File: src/rtl/result_piso_pkg.sv
// rtl/result_piso_pkg.sv - shared state type and serial word length for result_piso
// RESULT_PISO_PARITY_EN adds one even-parity bit after the data bits.
package result_piso_pkg;

  typedef enum logic {IDLE = 1'b0, SHIFT = 1'b1} state_e;

  function automatic int nbits_f(input int width);
`ifdef RESULT_PISO_PARITY_EN
    return width + 1;
`else
    return width;
`endif
  endfunction

endpackage

File: src/rtl/result_piso_bit_timer.sv
// rtl/result_piso_bit_timer.sv - modulo-period_p counter pacing each serial bit
// wrap_o flags the terminal cycle of a period while enabled.
module bit_timer #(
  parameter int period_p = 16
) (
  input  logic clk_i,
  input  logic reset_n_i,
  input  logic en_i,
  input  logic clear_i,
  output logic wrap_o
);

  localparam int cnt_w_lp = (period_p > 1) ? $clog2(period_p) : 1;

  logic [cnt_w_lp-1:0] cnt_r;

  // With period_p == 1 the compare is against zero, so cnt_r never leaves 0.
  assign wrap_o = en_i & (cnt_r == cnt_w_lp'(period_p - 1));

  always_ff @(posedge clk_i or negedge reset_n_i) begin
    if (!reset_n_i) begin
      cnt_r <= '0;
    end else if (clear_i || wrap_o) begin
      cnt_r <= '0;
    end else if (en_i) begin
      cnt_r <= cnt_r + 1'b1;
    end
  end

endmodule

File: src/rtl/result_piso.sv
// rtl/result_piso.sv - pops result words and shifts them out one slow bit at a time
// Optional even-parity trailer bit when RESULT_PISO_PARITY_EN is defined.
module result_piso
  import result_piso_pkg::*;
#(
  parameter int   width_p      = 8,
  parameter int   num_words_p  = 4,
  parameter int   bit_period_p = 16,
  parameter logic msb_first_p  = 1'b1
) (
  input  logic               clk_i,
  input  logic               reset_n_i,
  input  logic               flush_i,
  input  logic               valid_i,
  input  logic [width_p-1:0] data_i,
  output logic               yumi_o,
  output logic               valid_o,
  output logic               data_o,
  output logic               last_o,
  output logic               frame_done_o,
  output logic               busy_o
);

  localparam int nbits_lp      = nbits_f(width_p);
  localparam int bit_cnt_w_lp  = $clog2(nbits_lp + 1);
  localparam int word_cnt_w_lp = (num_words_p > 1) ? $clog2(num_words_p) : 1;

  state_e                   state_r, state_n;
  logic [nbits_lp-1:0]      shift_r;
  logic [nbits_lp-1:0]      load_word;
  logic [bit_cnt_w_lp-1:0]  bit_cnt_r;
  logic [word_cnt_w_lp-1:0] word_cnt_r;
  logic                     shifting;
  logic                     bit_wrap;
  logic                     last_bit;
  logic                     word_end;
  logic                     frame_end;
  logic                     accept;

  assign shifting = (state_r == SHIFT);
  assign accept   = (state_r == IDLE) & valid_i & ~flush_i;

  bit_timer #(
    .period_p (bit_period_p)
  ) u_bit_timer (
    .clk_i     (clk_i),
    .reset_n_i (reset_n_i),
    .en_i      (shifting),
    .clear_i   (flush_i | accept),
    .wrap_o    (bit_wrap)
  );

  // Parity sits at the end of the shift path for either shift direction.
`ifdef RESULT_PISO_PARITY_EN
  assign load_word = msb_first_p ? {data_i, ^data_i} : {^data_i, data_i};
`else
  assign load_word = data_i;
`endif

  assign last_bit  = shifting & (bit_cnt_r == bit_cnt_w_lp'(nbits_lp - 1));
  assign word_end  = last_bit & bit_wrap;
  assign frame_end = word_end & (word_cnt_r == word_cnt_w_lp'(num_words_p - 1));

  assign yumi_o       = accept & reset_n_i;
  assign frame_done_o = frame_end & ~flush_i;
  assign valid_o      = shifting;
  assign busy_o       = shifting;
  assign last_o       = last_bit;
  assign data_o       = shifting & (msb_first_p ? shift_r[nbits_lp-1] : shift_r[0]);

  always_comb begin
    state_n = state_r;
    if (flush_i) begin
      state_n = IDLE;
    end else begin
      case (state_r)
        IDLE:    if (valid_i)  state_n = SHIFT;
        SHIFT:   if (word_end) state_n = IDLE;
        default: state_n = IDLE;
      endcase
    end
  end

  always_ff @(posedge clk_i or negedge reset_n_i) begin
    if (!reset_n_i) begin
      state_r <= IDLE;
    end else begin
      state_r <= state_n;
    end
  end

  always_ff @(posedge clk_i or negedge reset_n_i) begin
    if (!reset_n_i) begin
      shift_r    <= '0;
      bit_cnt_r  <= '0;
      word_cnt_r <= '0;
    end else if (flush_i) begin
      shift_r    <= '0;
      bit_cnt_r  <= '0;
      word_cnt_r <= '0;
    end else if (accept) begin
      shift_r   <= load_word;
      bit_cnt_r <= '0;
    end else if (bit_wrap) begin
      shift_r   <= msb_first_p ? (shift_r << 1) : (shift_r >> 1);
      bit_cnt_r <= word_end ? '0 : bit_cnt_r + 1'b1;
      if (word_end) begin
        word_cnt_r <= frame_end ? '0 : word_cnt_r + 1'b1;
      end
    end
  end

endmodule

File: config.mk
export PLATFORM = sky130hd
export DESIGN_NAME = result_piso
export DESIGN_NICKNAME = d
export VERILOG_FILES = /design/src/rtl/result_piso_pkg.sv /design/src/rtl/result_piso_bit_timer.sv /design/src/rtl/result_piso.sv
export SDC_FILE = /design/constraint.sdc
export NUM_CORES = 1
export LEC_CHECK = 0
export CAP_MARGIN = 10
export CORE_MARGIN = 2
export CORE_UTILIZATION = 50
export DETAILED_ROUTE_END_ITERATION = 8
export GPL_TIMING_DRIVEN = 0
export PLACE_DENSITY_LB_ADDON = 0.12
export SYNTH_ARGS = -nofsm -noshare
export SYNTH_HDL_FRONTEND = slang
export SYNTH_HIERARCHICAL = 1
export SYNTH_SLANG_ARGS = --single-unit
File: constraint.sdc
create_clock -name clk_i -period 2.27 [get_ports clk_i]
set_input_delay 0.681 -clock clk_i [delete_from_list [all_inputs] [get_ports clk_i]]
set_output_delay 0.681 -clock clk_i [all_outputs]
set_load 0.1 [all_outputs]
==> metrics.txt <==
largest family of logic cells by synthesized area=simple AND/OR/NAND/NOR gates; clock root buffer=clkbuf_4; CTS tree=done; PwrDens=slightly below 500 nW/µm²; Yosys cell types=33; total core area=1960 µm²; Final GP Congestion=just under 0.7; full die area=roughly 2500 µm²; Initial Util=0.531; Synth Area in Adders=0.0360; RSZ-0062 raised after global routing=yes; # setup viols final=1; Final Hold Viols=0; Compound-Gate Fraction of Synth Area=0.161; Yosys warning count=6; antenna violations before repair=0; synthesized area=1040 µm²; Cells after Synth=106; # IOs=18; gr usage total=0.203; Num CTS Buffers=3; vias in the first global route=858; area delta synth->final=36.1%; row cnt=16; minimum clock period=2.37 ns; clk_lat worst skew=around 0.31 ns; CTS Buffer Depth=2; number of vias per cell=about 5.4; clk sinks=19; Worst Setup Start Kind=register; WL/cell=roughly 13 µm; Post-DRT Antenna Nets=0; Ant. Diodes=0; clk slew on worst S/H paths=0.12 ns; post-route setup slack=-0.100 ns; crit end category=output pin; Net Count, Synth=about 120; crit path DAT=1.69 ns; Avg Cell Area, Syn=9.83 µm²; htree depth=1; Residual DRC=0; max-slew violation count=0; register area share after synthesis=0.456; Detailed Place HPWL=1.42 mm; Max IR drop VDD=0.000440 V; Fmax achieved=422 MHz; violated checks=negative setup slack; Nets=153; grt total ovfl=0; critical path fanouts, max=2; DIE HEIGHT=49.7 µm; largest net degree at the start of global routing=21; Iter 0 DRT Violations=5; Hold Crit Class=in -> async; Total Wirelength=2.18 mm; xor/xnor share of the synthesized area=0.0168; Leak=0.642 nW; mux cell area share after synthesis=0.0396; status=complete, but fails checks; Primary FF master, synth=dfrtp_1; first-pass GRT wire length=between 3 and 4 mm; fin crit share=1.04; ys async rst share=1.00; setup tns final=-0.100 ns; clk_skew=0.0129 ns; CP Class=reg -> out; Max Cap Violations=0; die width=between 40 and 50 µm; Yosys reg bits=19; Synth Area in Simple Gates=0.221; worst slew pin tran=0.543 ns; via count=881; port bufs=17; share of cells above drive strength 1=0.307; drt pass-1 iters=4; Req. time, crit path=1.59 ns; max_slew headroom=0.640; Post-synth EDFFs=0; Finished Core Util=0.723; DP Worst Slack=-1.61 ns
kinds of logic (layout without fill, tap and decap cells):
group / Yosys count / in the layout
AOI/OAI and AO/OA: 21 / 21
xor gates and xnor gates: 2 / 2
adders and majority gates: 3 / 3
buffers and inverters: 14 / 45
DFF: 19 / 19
muxes: 4 / 4
and+or+nand+nor: 43 / 43
critical path, stage by stage (launching register included):
cell,delay [ns]
dfrtp_1,0.40
ha_4,0.17
nand3_4,0.08
nor2_4,0.11
nand2_2,0.08
nor3_4,0.14
and3b_4,0.23
buf_12,0.17
timing repair:
| item | in CTS | in global routing |
|---|---|---|
| buffers inserted | 9 | 1 |
| pin swaps | 5 | 0 |
| gates resized for setup | 44 | 7 |
| hold buffers | 0 | 0 |
| endpoints found under the setup margin | 6 | 3 |
synthesized netlist by cell type (3+ instances only):
| library cell | instances | area [µm²] |
|---|---|---|
| dfrtp_1 | 19 | 475 |
| nand2_1 | 13 | 48.8 |
| inv_1 | 8 | 30.0 |
| a2bb2oi_1 | 7 | 61.3 |
| nor2_1 | 7 | 26.3 |
| a211o_1 | 6 | 52.6 |
| nand2b_1 | 4 | 25.0 |
| a21oi_1 | 3 | 15.0 |
| ha_1 | 3 | 37.5 |
| mux2i_1 | 3 | 30.0 |
| nand3_1 | 3 | 15.0 |
| nor3_1 | 3 | 15.0 |
per-stage QoR:
| step | hold slack (ns) | total power [mW] | instances | cell area, µm² |
|---|---|---|---|---|
| after floorplan | 0.385 | 0.461 | 106 | 1070 |
| after global placement | 0.510 | 0.506 | 150 | 1280 |
| after detailed placement | 0.514 | 0.509 | 150 | 1280 |
| after CTS | 0.437 | 0.689 | 163 | 1430 |
| after global routing | 0.272 | 0.718 | 164 | 1420 |
| final | 0.256 | 0.686 | 164 | 1420 |
worst paths after layout:
kind	startpoint	to	slack [ns]	cells after the start
setup / recovery	u_bit_timer/cnt_r[1]	frame_done_o	-0.10	7
hold / removal	reset_n_i	bit_cnt_r[2]	0.26	1
setup reg to reg	u_bit_timer/cnt_r[1]	bit_cnt_r[3]	0.43	9
max in group asynchronous	reset_n_i	busy_o	1.76	1
hold reg to reg	shift_r[0]	shift_r[0]	0.54	2
min in group clk_i	shift_r[0]	shift_r[0]	0.54	2
final cells by class:
class | instances | area [µm²]
Inverter | 8 | 32.5
Multi-Input combinational cell | 73 | 548
Clock buffer | 3 | 22.5
Buffer | 6 | 46.3
Sequential cell | 19 | 479
Clock inverter | 1 | 5.00
Tap cell | 27 | 33.8
Timing Repair Buffer | 27 | 251
Fill cell | 158 | 543
state kept, by name, indices dropped and copies added (netlist names):
name and cells:
bit_cnt_r 4, u_bit_timer/cnt_r 4, busy_o 1, word_cnt_r 2
shift_r 8
cell usage in the layout, fill, tap and decap left out, types with 3 or more instances in the layout:
master	synthesis	routed
nor2_1	7	6
a21oi_1	3	3
inv_1	8	7
mux2i_1	3	3
clkdlybuf4s50_1	0	8
a211o_1	6	6
nand2b_1	4	4
a2bb2oi_1	7	7
buf_4	1	12
dfrtp_1	19	18
clkbuf_4	0	5
nand2_1	13	12
nor3_1	3	3
power breakdown:
part           leakage (nW)  total (mW)  internal, mW  switching (mW)
sequential            0.252       0.369         0.355          0.0144
clock                0.0177       0.178        0.0658           0.112
combinational         0.372       0.139        0.0632          0.0754
per-layer routing:
layer,routed length (µm),global-route usage,vias up
met5,0,0,-
met4,18,0.0694,0
met3,61,0.0364,2
met2,1100,0.333,13
met1,1000,0.269,436
li1,-,-,430
Note: power is estimated with default switching activity, not from simulation.
